==> src/rtl/transport_send_if.sv <==
// Session-word input and network-byte output handshakes of the transmit transport stage.
// master = session/network side driving words and out_ready; slave = transport_send.
interface transport_send_if;
    logic        in_valid;
    logic [1:0]  in_type;
    logic [15:0] in_data;
    logic        in_ready;
    logic        bad_type;
    logic        out_valid;
    logic [7:0]  out_byte;
    logic        out_sop;
    logic        out_ready;
    logic        busy;

    modport master (
        output in_valid, in_type, in_data, out_ready,
        input  in_ready, bad_type, out_valid, out_byte, out_sop, busy
    );

    modport slave (
        input  in_valid, in_type, in_data, out_ready,
        output in_ready, bad_type, out_valid, out_byte, out_sop, busy
    );
endinterface

==> src/rtl/transport_send.sv <==
// Packs session words into fixed PACKET_SIZE-byte control/audio packets; header registered one edge after the enabling word.
// Bytes advance only on out_valid&&out_ready; audio stalls while buffer full/locked, control stalls while slot occupied.
module transport_send #(
    parameter int PACKET_SIZE = 16
) (
    input  logic             clk,
    input  logic             reset_n,
    transport_send_if.slave  bus
);
    localparam int SAMPLES = (PACKET_SIZE - 2) / 2;
    localparam int CW      = $clog2(PACKET_SIZE);
    localparam int NW      = $clog2(SAMPLES + 1);
    localparam int IW      = (SAMPLES > 1) ? $clog2(SAMPLES) : 1;

    localparam logic [CW-1:0] LAST_BYTE = CW'(PACKET_SIZE - 1);
    localparam logic [CW-1:0] LAST_AUD  = CW'(2 * SAMPLES);
    localparam logic [CW-1:0] LAST_CTL  = CW'(2);
    localparam logic [NW-1:0] FULL_CNT  = NW'(SAMPLES);

    typedef enum logic [1:0] {IDLE, HEADER, PAYLOAD, PAD} state_t;

    state_t        r_state, w_state_nxt;
    logic          r_is_ctrl, w_is_ctrl_nxt;
    logic [CW-1:0] r_cnt, w_cnt_nxt, w_inc, w_last;
    logic          r_out_vld, w_out_vld_nxt;
    logic [7:0]    r_out_byte, w_out_byte_nxt;
    logic          r_out_sop, w_out_sop_nxt;
    logic          r_bad;

    logic [NW-1:0] r_count;
    logic [15:0]   r_buf [SAMPLES];
    logic [15:0]   r_ctrl_word;
    logic          r_ctrl_pend;

    logic          w_in_rdy, w_acc, w_acc_ctl, w_acc_aud, w_acc_bad;
    logic          w_xfer, w_locked, w_full, w_pkt_done;
    logic [IW-1:0] w_sidx;
    logic [7:0]    w_payload;

    assign w_xfer     = r_out_vld & bus.out_ready;
    assign w_locked   = (r_state != IDLE) & ~r_is_ctrl;
    assign w_full     = (r_count == FULL_CNT);
    assign w_pkt_done = w_xfer & (r_cnt == LAST_BYTE);

    always_comb begin
        w_in_rdy = 1'b1;
        case (bus.in_type)
            2'b01:   w_in_rdy = ~r_ctrl_pend;
            2'b10:   w_in_rdy = ~w_full & ~w_locked;
            default: w_in_rdy = 1'b1;
        endcase
    end

    assign w_acc     = bus.in_valid & w_in_rdy;
    assign w_acc_ctl = w_acc & (bus.in_type == 2'b01);
    assign w_acc_aud = w_acc & (bus.in_type == 2'b10);
    assign w_acc_bad = w_acc & ((bus.in_type == 2'b00) | (bus.in_type == 2'b11));

    // Byte r_cnt+1 of an audio packet belongs to sample r_cnt/2; odd byte numbers carry the MSB.
    assign w_inc  = r_cnt + 1'b1;
    assign w_sidx = IW'(r_cnt >> 1);
    assign w_last = r_is_ctrl ? LAST_CTL : LAST_AUD;

    always_comb begin
        w_payload = 8'h00;
        if (r_is_ctrl)
            w_payload = (w_inc == CW'(1)) ? r_ctrl_word[15:8] : r_ctrl_word[7:0];
        else
            w_payload = w_inc[0] ? r_buf[w_sidx][15:8] : r_buf[w_sidx][7:0];
    end

    always_comb begin
        w_state_nxt    = r_state;
        w_is_ctrl_nxt  = r_is_ctrl;
        w_cnt_nxt      = r_cnt;
        w_out_vld_nxt  = r_out_vld;
        w_out_byte_nxt = r_out_byte;
        w_out_sop_nxt  = r_out_sop;
        case (r_state)
            IDLE: begin
                if (r_ctrl_pend || w_full) begin
                    w_state_nxt    = HEADER;
                    w_is_ctrl_nxt  = r_ctrl_pend;
                    w_cnt_nxt      = '0;
                    w_out_vld_nxt  = 1'b1;
                    w_out_sop_nxt  = 1'b1;
                    w_out_byte_nxt = r_ctrl_pend ? 8'h40 : 8'h80;
                end
            end
            HEADER, PAYLOAD, PAD: begin
                if (w_pkt_done) begin
                    w_state_nxt    = IDLE;
                    w_cnt_nxt      = '0;
                    w_out_vld_nxt  = 1'b0;
                    w_out_sop_nxt  = 1'b0;
                    w_out_byte_nxt = 8'h00;
                end else if (w_xfer) begin
                    w_cnt_nxt     = w_inc;
                    w_out_sop_nxt = 1'b0;
                    if (w_inc > w_last) begin
                        w_state_nxt    = PAD;
                        w_out_byte_nxt = 8'h00;
                    end else begin
                        w_state_nxt    = PAYLOAD;
                        w_out_byte_nxt = w_payload;
                    end
                end
            end
            default: w_state_nxt = IDLE;
        endcase
    end

    always_ff @(posedge clk or negedge reset_n) begin
        if (!reset_n) begin
            r_state    <= IDLE;
            r_is_ctrl  <= 1'b0;
            r_cnt      <= '0;
            r_out_vld  <= 1'b0;
            r_out_byte <= 8'h00;
            r_out_sop  <= 1'b0;
            r_bad      <= 1'b0;
        end else begin
            r_state    <= w_state_nxt;
            r_is_ctrl  <= w_is_ctrl_nxt;
            r_cnt      <= w_cnt_nxt;
            r_out_vld  <= w_out_vld_nxt;
            r_out_byte <= w_out_byte_nxt;
            r_out_sop  <= w_out_sop_nxt;
            r_bad      <= w_acc_bad;
        end
    end

    always_ff @(posedge clk or negedge reset_n) begin
        if (!reset_n) begin
            r_count     <= '0;
            r_ctrl_word <= 16'h0000;
            r_ctrl_pend <= 1'b0;
            for (int i = 0; i < SAMPLES; i++) r_buf[i] <= 16'h0000;
        end else begin
            if (w_pkt_done && !r_is_ctrl) begin
                r_count <= '0;
            end else if (w_acc_aud) begin
                r_buf[r_count] <= bus.in_data;
                r_count        <= r_count + 1'b1;
            end
            if (w_acc_ctl) begin
                r_ctrl_word <= bus.in_data;
                r_ctrl_pend <= 1'b1;
            end else if (w_pkt_done && r_is_ctrl) begin
                r_ctrl_pend <= 1'b0;
            end
        end
    end

    assign bus.in_ready  = w_in_rdy;
    assign bus.bad_type  = r_bad;
    assign bus.out_valid = r_out_vld;
    assign bus.out_byte  = r_out_byte;
    assign bus.out_sop   = r_out_sop;
    assign bus.busy      = (r_state != IDLE);
endmodule

==> src/flat_wrapper.sv <==
// flat-port wrapper written by rule: the top's interface ports become plain ports
module transport_send_flat 
#(
    parameter int PACKET_SIZE = 16
)
  (clk, reset_n, bus_in_valid, bus_in_type, bus_in_data, bus_out_ready, bus_in_ready, bus_bad_type, bus_out_valid, bus_out_byte, bus_out_sop, bus_busy);
  transport_send_if bus_i ();
  input  logic clk;
  input  logic reset_n;
  input wire logic [$bits(bus_i.in_valid)-1:0] bus_in_valid;
  input wire logic [$bits(bus_i.in_type)-1:0] bus_in_type;
  input wire logic [$bits(bus_i.in_data)-1:0] bus_in_data;
  input wire logic [$bits(bus_i.out_ready)-1:0] bus_out_ready;
  output wire logic [$bits(bus_i.in_ready)-1:0] bus_in_ready;
  output wire logic [$bits(bus_i.bad_type)-1:0] bus_bad_type;
  output wire logic [$bits(bus_i.out_valid)-1:0] bus_out_valid;
  output wire logic [$bits(bus_i.out_byte)-1:0] bus_out_byte;
  output wire logic [$bits(bus_i.out_sop)-1:0] bus_out_sop;
  output wire logic [$bits(bus_i.busy)-1:0] bus_busy;
  assign bus_i.in_valid = bus_in_valid;
  assign bus_i.in_type = bus_in_type;
  assign bus_i.in_data = bus_in_data;
  assign bus_i.out_ready = bus_out_ready;
  assign bus_in_ready = bus_i.in_ready;
  assign bus_bad_type = bus_i.bad_type;
  assign bus_out_valid = bus_i.out_valid;
  assign bus_out_byte = bus_i.out_byte;
  assign bus_out_sop = bus_i.out_sop;
  assign bus_busy = bus_i.busy;
  transport_send #(.PACKET_SIZE(PACKET_SIZE)) u_core (.clk(clk), .reset_n(reset_n), .bus(bus_i));
endmodule
==> config.mk <==
export PLATFORM = sky130hd
export DESIGN_NAME = transport_send_flat
export DESIGN_NICKNAME = d
export VERILOG_FILES = /design/src/rtl/transport_send_if.sv /design/src/rtl/transport_send.sv /design/src/flat_wrapper.sv
export SDC_FILE = /design/constraint.sdc
export NUM_CORES = 1
export LEC_CHECK = 0
export ABC_AREA = 1
export CORE_MARGIN = 2
export CORE_UTILIZATION = 65
export DETAILED_ROUTE_END_ITERATION = 6
export GPL_TIMING_DRIVEN = 1
export HOLD_SLACK_MARGIN = 0.06
export PLACE_DENSITY = 0.85
export SYNTH_ARGS = -nofsm -noshare
export SYNTH_HDL_FRONTEND = slang
export SYNTH_SLANG_ARGS = --single-unit
export TNS_END_PERCENT = 100
==> constraint.sdc <==
create_clock -name clk -period 3.7 [get_ports clk]
set_input_delay 0.74 -clock clk [delete_from_list [all_inputs] [get_ports clk]]
set_output_delay 0.74 -clock clk [all_outputs]
set_load 0.02 [all_outputs]
**Yosys cells after proc, flatten, opt, wreduce, memory -nomap -nowiden**

Index checks and enable logic that the tools add are counted.

- Order comparisons: 4
- Bitwise operators: 16
- Muxes and demuxes: 36
- Reductions and logical operators: 15
- Add/subtract/negate cells: 2
- Equal/unequal tests: 12

Operator list:

| cell | number |
|---|---|
| $bwmux W112 | 1 |
| $mux W8 | 8 |
| $bmux W16 S3 | 1 |
| $demux W16 S3 | 1 |
| $mux W16 | 3 |
| $mux W4 | 4 |
| $pmux W8 S2 | 1 |
| $and A1 B1 Y1 | 8 |
| $eq A2 B2 Y1 const B | 4 |
| $ge A4 B4 Y1 const B | 2 |
| $not A3 Y4 | 2 |
| $pmux W4 S2 | 1 |
| $reduce_and A2 Y1 | 4 |
| $mux W1 | 7 |
| $mux W2 | 3 |
| $mux W3 | 2 |
| $pmux W1 S2 | 3 |
| $reduce_bool A2 Y1 | 3 |
| $not A1 Y1 | 5 |
| $add A4 B1 Y4 const B | 1 |
| $eq A2 B1 Y1 const B | 2 |
| $eq A4 B1 Y1 const B | 1 |
| $eq A4 B4 Y1 const B | 1 |
| $gt A4 B4 Y1 | 1 |
| other kinds (12) | 16 |

- Output and inout port bits: 13
- Register bits: 150
- Bits of input ports: 22
- Logic and storage cells: 102

**Longest topological paths before layout**

Gate-level depths: netlist (run 1).

- Depth in word-level cells: 10
- Depth in mapped cells: 14
- Depth with buffers taken out: 13

**Worst setup path before layout (run 1)**

OpenSTA, ideal clock, no wires.

- Kind: register -> register
- From: register u_core.r_cnt[0]
- To: register u_core.r_out_byte[1] (netlist: u_core.bus.out_byte[1])
- Path buffers: 2
- Data required time: 3.634 ns
- Setup slack: 1.541 ns
- Clock period less this slack: 2.159 ns
- Stages on the path, launching flop included: 12
- Library setup time: 0.066 ns
- Arrival time: 2.093 ns
- Cells stage by stage: dfrtp_1 > clkbuf_1 > nand4_1 > nand2_1 > buf_2 > inv_1 > ha_1 > a21oi_1 > a22oi_1 > nor3_1 > nand3_1 > nand2_1

- Cells in the longest elaborated chain, start to end: 8
- Elaborated cells between the ends (all ways): 14
- Classes of those cells: add/sub (1); order compare (1); eq/ne (3); mux (7); bitwise (1); reduce/logical (1)

RTL lines:

| what | line | source |
|---|---|---|
| start, declared | transport_send.sv:24 | `logic [CW-1:0] r_cnt, w_cnt_nxt, w_inc, w_last;` |
| start signal, assigned | transport_send.sv:125 | `r_cnt <= w_cnt_nxt;` |
| $add A4 B1 Y4 | transport_send.sv:60 | `assign w_inc = r_cnt + 1'b1;` |
| $eq A4 B1 Y1 | transport_send.sv:67 | `w_payload = (w_inc == CW'(1)) ? r_ctrl_word[15:8] : r_ctrl_word[7:0];` |
| $mux W8 | transport_send.sv:67 |  |
| $mux W8 | transport_send.sv:66 | `if (r_is_ctrl)` |
| $mux W8 | transport_send.sv:100 | `if (w_inc > w_last) begin` |
| $mux W8 | transport_send.sv:97 | `end else if (w_xfer) begin` |
| $mux W8 | transport_send.sv:91 | `if (w_pkt_done) begin` |
| $pmux W8 S2 | transport_send.sv:79 | `case (r_state)` |
| end signal, assigned | transport_send.sv:127 | `r_out_byte <= w_out_byte_nxt;` |
| end, declared | transport_send.sv:26 | `logic [7:0] r_out_byte, w_out_byte_nxt;` |

Several ways; a longest one is shown, not always the timed one. The select of a mux whose other input is x is not followed.
A chain may end at the register's enable or synchronous reset.

**Final worst setup path (run 1)**

- From: register u_core.r_is_ctrl
- To: output port bus_in_ready

- Cells in the longest elaborated chain, start to end: 5

RTL lines:

| what | line | source |
|---|---|---|
| start, declared | transport_send.sv:23 | `logic r_is_ctrl, w_is_ctrl_nxt;` |
| start signal, assigned | transport_send.sv:124 | `r_is_ctrl <= w_is_ctrl_nxt;` |
| $not A1 Y1 | transport_send.sv:41 | `assign w_locked = (r_state != IDLE) & ~r_is_ctrl;` |
| $and A1 B1 Y1 | transport_send.sv:41 |  |
| $not A1 Y1 | transport_send.sv:49 | `2'b10: w_in_rdy = ~w_full & ~w_locked;` |
| $and A1 B1 Y1 | transport_send.sv:49 |  |
| $pmux W1 S2 | transport_send.sv:47 | `case (bus.in_type)` |
| end, declared | flat_wrapper.sv:14 | `output wire logic [$bits(bus_i.in_ready)-1:0] bus_in_ready;` |

Every way passes these cells.

==> flow_summary.yaml, run 1 <==
global_routing:
  grt_pass1_wl_mm: 30.1
  grt.overflow.total: 0
  grtUsageTotal: 0.332
  grt_util_met1: 0.421
  grt_pass1_vias: 6137
  grt_util_met3: 0.0877
  top_usage_layer: "met2"
  grtUsageMet2: 0.529
  antenna_found_initial: 0
  grt_max_degree: 88
finish:
  post_route_cells_drive_above_1_share: 0.0803
  syn_to_final_growth_pct: 11.6
  fin_util: 0.748
  final_common_cell: "nand2_1"
  layout.nets: 940
  fillCellCount: 760
  final_cell_mix: "nand2_1 (265), dfrtp_1 (149), o21ai_1 (100)"
synthesis:
  synth_top_area_cell: "dfrtp_1"
  synthArstFlopShare: 1.00
  yosysSeqAreaShare: 0.515
  synth_top_area_frac: 0.515
  synthTopCellsByArea: "dfrtp_1 (51%), nand2_1 (14%), o21ai_1 (6.9%)"
  synth_xor_area_frac: 0
  ys_types: 25
  synth.area.mux_share: 0
  yosysWarningCount: 0
  yosys.area_share.simple: 0.247
  netlist_instances: 895
  synth_fp_nets: 926
  synthesis.area_sq_um: 7290
  synth_area_per_cell_sq_um: 8.15
  ys.flop_type: "dfrtp_1"
  ys_ff_latch: 150
  synthAdderAreaFrac: 0.0154
  synth_edf_count: 0
  synth_top_family_by_area: "simple AND/OR/NAND/NOR gates"
  synth_compound_area_frac: 0.143
timing:
  finalSetupViolCount: 0
  grt_setup_unrepaired: "false"
  period_share: 0.888
  slew_headroom: 0.434
  skew_ns: 0.0122
  worst_pin_slew_ns: 0.849
  max_freq_mhz: 304
  fin_setup_tns_ns: 0
  slew_violations: 0
  hold_slack_ns: 0.248
  hold_viol: 0
  min_period_ns: 3.28
clocking:
  cts_hold_buf: 0
  clock-sinks: 150
  clk_pin_slew_ns: 0.06
  cts_tree: "built"
  cts_inserted_buffers: 17
  cts_buffer_depth: 2
  htreeDepth: 4
  clkLatencyLatePin_ns: 0.54
  post_cts_buffers: 0
  clockRootBuffer: "clkbuf_8"
  cts_resized: 0
drt:
  drtIter0Drc: 722
  drtPass1Iterations: 7
  drc: 0
  viasPerCell: 5.95
  detail-route-antenna-nets: 0
  wirelength_mm: 18.3
  num_vias: 6324
  post_drt_wl_per_cell_um: 17.2
pwr:
  p_per_area_nw_per_um2: 885
  combPwrFrac: 0.367
  p_sw_frac: 0.397
  power_frac_seq: 0.387
  clkPwrFrac: 0.246
  internal_power_uw: 4340
  switching_power_uw: 2860
  ir_drop_v: 0.000515
  leakage_uw: 0.00411
die:
  fp.dieW_um: 110
  core_area_sq_um: 10900
  die_h_um: 110
  initial_utilization: 0.670
  ios: 35
  die_area_sq_um: 12100
  std_cell_rows: 38
worst_setup_path:
  cp_max_fo: 13
  cp-end-kind: "output port"
  arrival_ns: 2.54
  critPathKind: "flop to output port"
  required_ns: 2.96
  cp-start-kind: "flop"
placement:
  routabilityCongestion: 0.883
  place_hpwl_mm: 10.8
  portBuffers: 34
run_status:
  status: "complete, no violations"
worst_hold_path:
  hp-class: "input port to asynchronous set/reset pin"
run:
  maxCapViolations: 0
## sequential cells by signal (all words and copies together), names as in the netlist
register and cells:
u_core.r_count 3, u_core.bus.out_sop 1, u_core.bus.bad_type 1, u_core.bus.out_byte 8, u_core.r_buf 112, u_core.r_state 2, u_core.r_ctrl_pend 1, u_core.bus.out_valid 1
u_core.r_ctrl_word 16, u_core.r_cnt 4, u_core.r_is_ctrl 1
## metal layers
metal	up-vias	routed length, um
met1	2994	7450
met5	-	0
met4	0	590
met2	350	8630
li1	2921	-
met3	59	1660
## cells in the mapped netlist (9+ instances only)
library cell and number:
nand2_1 265, clkbuf_1 12, o21ai_2 12, nor2_1 99
buf_6 21, inv_1 53, a21oi_1 20, ha_1 9
nand2_4 9, nand3_1 54, o21ai_0 59, dfrtp_1 150
o21ai_1 100, buf_2 16
## critical path, cell delays in order (launching register included)
cell and delay, ns:
dfrtp_1 0.67, inv_1 0.34, a21oi_2 0.20, nand2_1 0.09, nand2_4 0.10, clkdlybuf4s50_1 0.60
## power by group through the flow
stage	Clock [uW]	Sequential, uW	Combinational, uW
2_1_floorplan	0	2640	1920
3_3_place_gp	0	2740	2460
3_5_place_dp	0	2770	2560
4_1_cts	1780	2760	2610
5_1_grt	1860	2850	2980
6_report	1770	2790	2640
## final cells by class
class	instances	area, sq um	area share
Antenna cell	1	2.50	0.000307
Clock buffer	19	442	0.0543
Clock inverter	13	170	0.0209
Inverter	55	206	0.0254
Multi-Input combinational cell	639	2960	0.363
Sequential cell	150	3750	0.461
Tap cell	140	175	0.0215
Timing Repair Buffer	46	432	0.0530
## cells by family (layout without fill, tap and decap cells)
family | after synthesis | count (layout)
fa+ha+maj | 9 | 9
flops | 150 | 150
other cells | 0 | 1
simple gates | 434 | 434
buf+inv | 106 | 133
compound gates | 196 | 196
## path summary, 6_finish.rpt
kind                       cells after the start                           from                                 end  slack [ns]
max                                            5   u_core.r_is_ctrl$_DFFE_PN0P_                        bus_in_ready        0.42
min                                            1                        reset_n        u_core.r_buf[60]$_DFFE_PN0P_        0.25
max reg2reg                                   12    u_core.r_cnt[1]$_DFFE_PN0P_  u_core.bus.out_byte[6]$_DFFE_PN0P_        0.87
min reg2reg                                    2  u_core.r_buf[103]$_DFFE_PN0P_       u_core.r_buf[103]$_DFFE_PN0P_        0.48
max in group asynchronous                      2                        reset_n        u_core.r_buf[14]$_DFFE_PN0P_        2.48
min in group clk                               2  u_core.r_buf[103]$_DFFE_PN0P_       u_core.r_buf[103]$_DFFE_PN0P_        0.48
## stage by stage
stage               cell area, sq um  power (uW)  setup WS [ns]  std cells
floorplan                       7290        4570           1.54        895
global placement                7520        5200          0.549       1030
detailed placement              7520        5330          0.460       1030
CTS                             8140        7150          0.443       1062
global route                    8140        7690          0.277       1062
finish                          8140        7200          0.415       1063
(Power assumes the default switching activity.)
==> run 2, diff against run 1 <==
--- a/config.mk
+++ b/config.mk
@@ -6,7 +6,7 @@
 export NUM_CORES = 1
 export LEC_CHECK = 0
 export ABC_AREA = 1
-export CORE_MARGIN = 2
+export CORE_MARGIN = 5
 export CORE_UTILIZATION = 65
 export DETAILED_ROUTE_END_ITERATION = 6
 export GPL_TIMING_DRIVEN = 1
==> run 2 against run 1 <==
Worst setup slack improved by 0.092 ns. Routed wire length decreased by 1.6%. Power decreased by 1.5%. Critical path depth grew 1. Sequential share of layout area rose by 0.21 points. Largest power group unchanged.
==> flow_summary.yaml, run 2 (synthesis gave the netlist of run 1 again) <==
worst_hold_path:
  hp-class: "input port to asynchronous set/reset pin"
finish:
  layout.nets: 940
  largest_register: "u_core.r_buf"
  final_common_cell: "nand2_1"
  syn_to_final_growth_pct: 11.1
  final_cell_mix: "nand2_1 (265), dfrtp_1 (149), o21ai_1 (100)"
  post_route_cells_drive_above_1_share: 0.0782
  largest_reg_flops: 112
  antenna-diode-count: 0
timing:
  grt_setup_unrepaired: "false"
  period_share: 0.863
  hold_slack_ns: 0.384
  finalSetupViolCount: 0
  skew_ns: 0.0106
  max_freq_mhz: 313
  fin_setup_tns_ns: 0
  slew_headroom: 0.485
  slew_violations: 0
  hold_viol: 0
  min_period_ns: 3.19
  worst_pin_slew_ns: 0.773
worst_setup_path:
  cp_cell_sequence: "clkdlybuf4s50_1, inv_1, ha_1, a21oi_1, nand2_4, clkdlybuf4s50_1"
  required_ns: 2.96
  critPathKind: "input port to output port"
  cp_num_buf_inv: 3
  critPathSlowestCell: "clkdlybuf4s50_1"
  cp_common_cell: "clkdlybuf4s50_1"
  cp_max_fo: 4
  critPathTopFamily: "buffers and inverters"
  cp-end-kind: "output port"
  r2r_slack_ns: 1.03
  arrival_ns: 2.45
  slowest_delay_ns: 0.55
  cp-start-kind: "input port"
global_routing:
  grt_pass1_wl_mm: 29.9
  grt_pass1_vias: 6066
  grtUsageTotal: 0.288
  grt_max_degree: 85
  antenna_found_initial: 2
  grt.overflow.total: 0
clocking:
  htreeDepth: 4
  post_cts_buffers: 0
  cts_hold_buf: 0
  clkLatencyLatePin_ns: 0.43
  clockRootBuffer: "clkbuf_16"
  cts_resized: 0
  cts_buffer_depth: 2
  clock-sinks: 150
  clk_pin_slew_ns: 0.06
  cts_tree: "built"
  cts_inserted_buffers: 17
drt:
  post_drt_wl_per_cell_um: 17.0
  detail-route-antenna-nets: 0
  num_vias: 6239
  drtPass1Iterations: 7
  wirelength_mm: 18.0
  drc: 0
  drtIter0Drc: 643
  viasPerCell: 5.88
placement:
  place_hpwl_mm: 11.1
  portBuffers: 34
  routabilityCongestion: 0.884
run_status:
  status: "complete, no violations"
run:
  maxCapViolations: 0
pwr:
  p_per_area_nw_per_um2: 875
  ir_drop_v: 0.000518
  leakage_uw: 0.00409
die:
  initial_utilization: 0.667
  core_area_sq_um: 10900
  die_area_sq_um: 13400
  ios: 35
  std_cell_rows: 38
  die_h_um: 116
  fp.dieW_um: 116
run 2: final cells by class:
type	count	area, sq um
sequential	150	3750
clock buffer	18	429
multi-input combinational	639	2960
fill	781	2830
inverter	55	206
tap	140	175
clock inverter	13	135
timing repair buffer	46	444
run 2: worst paths after layout:
path,from,endpoint,depth (start not counted)
worst min-delay path,reset_n,u_core.bus.bad_type$_DFF_PN0_,1
worst max register to register,u_core.r_cnt[0]$_DFFE_PN0P_,u_core.bus.out_byte[3]$_DFFE_PN0P_,10
max in group asynchronous,reset_n,u_core.r_buf[7]$_DFFE_PN0P_,2
worst max-delay path,bus_in_type[0],bus_in_ready,6
min in group clk,u_core.r_buf[16]$_DFFE_PN0P_,u_core.r_buf[16]$_DFFE_PN0P_,2
worst min register to register,u_core.r_buf[16]$_DFFE_PN0P_,u_core.r_buf[16]$_DFFE_PN0P_,2
run 2: routing by layer:
layer / up-vias / routed length, um / global-route usage
met5: - / 27 / 0
met4: 4 / 480 / 0.123
met3: 54 / 1740 / 0.0909
met2: 318 / 8490 / 0.452
met1: 2946 / 7290 / 0.372
li1: 2917 / - / -
run 2: metrics by stage:
step                 util  setup WS (ns)  cells  instance area [sq um]  power (uW)
CTS                 0.741          0.499   1061                   8100        7060
global placement    0.689          0.548   1030                   7540        5220
finish              0.741          0.507   1061                   8100        7090
detailed placement  0.689          0.504   1030                   7540        5360
floorplan               -           1.54    895                   7290        4570
global route        0.741          0.373   1061                   8100        7580
run 2: worst reg2reg max path, cell delays in order (launching register included):
cell and delay, ns:
dfrtp_1 0.71, nand4_1 0.16, nand2_1 0.34, inv_1 0.10, ha_1 0.35, nand3_1 0.10, a22oi_1 0.27, nor3_1 0.08
buf_4 0.19, nand3_1 0.15, nand2_1 0.08
run 2: where the power goes:
part	internal (uW)	total (uW)	switching [uW]
Combinational	990	2660	1670
Clock	983	1660	676
Sequential	2290	2770	478
Total	4270	7090	2820
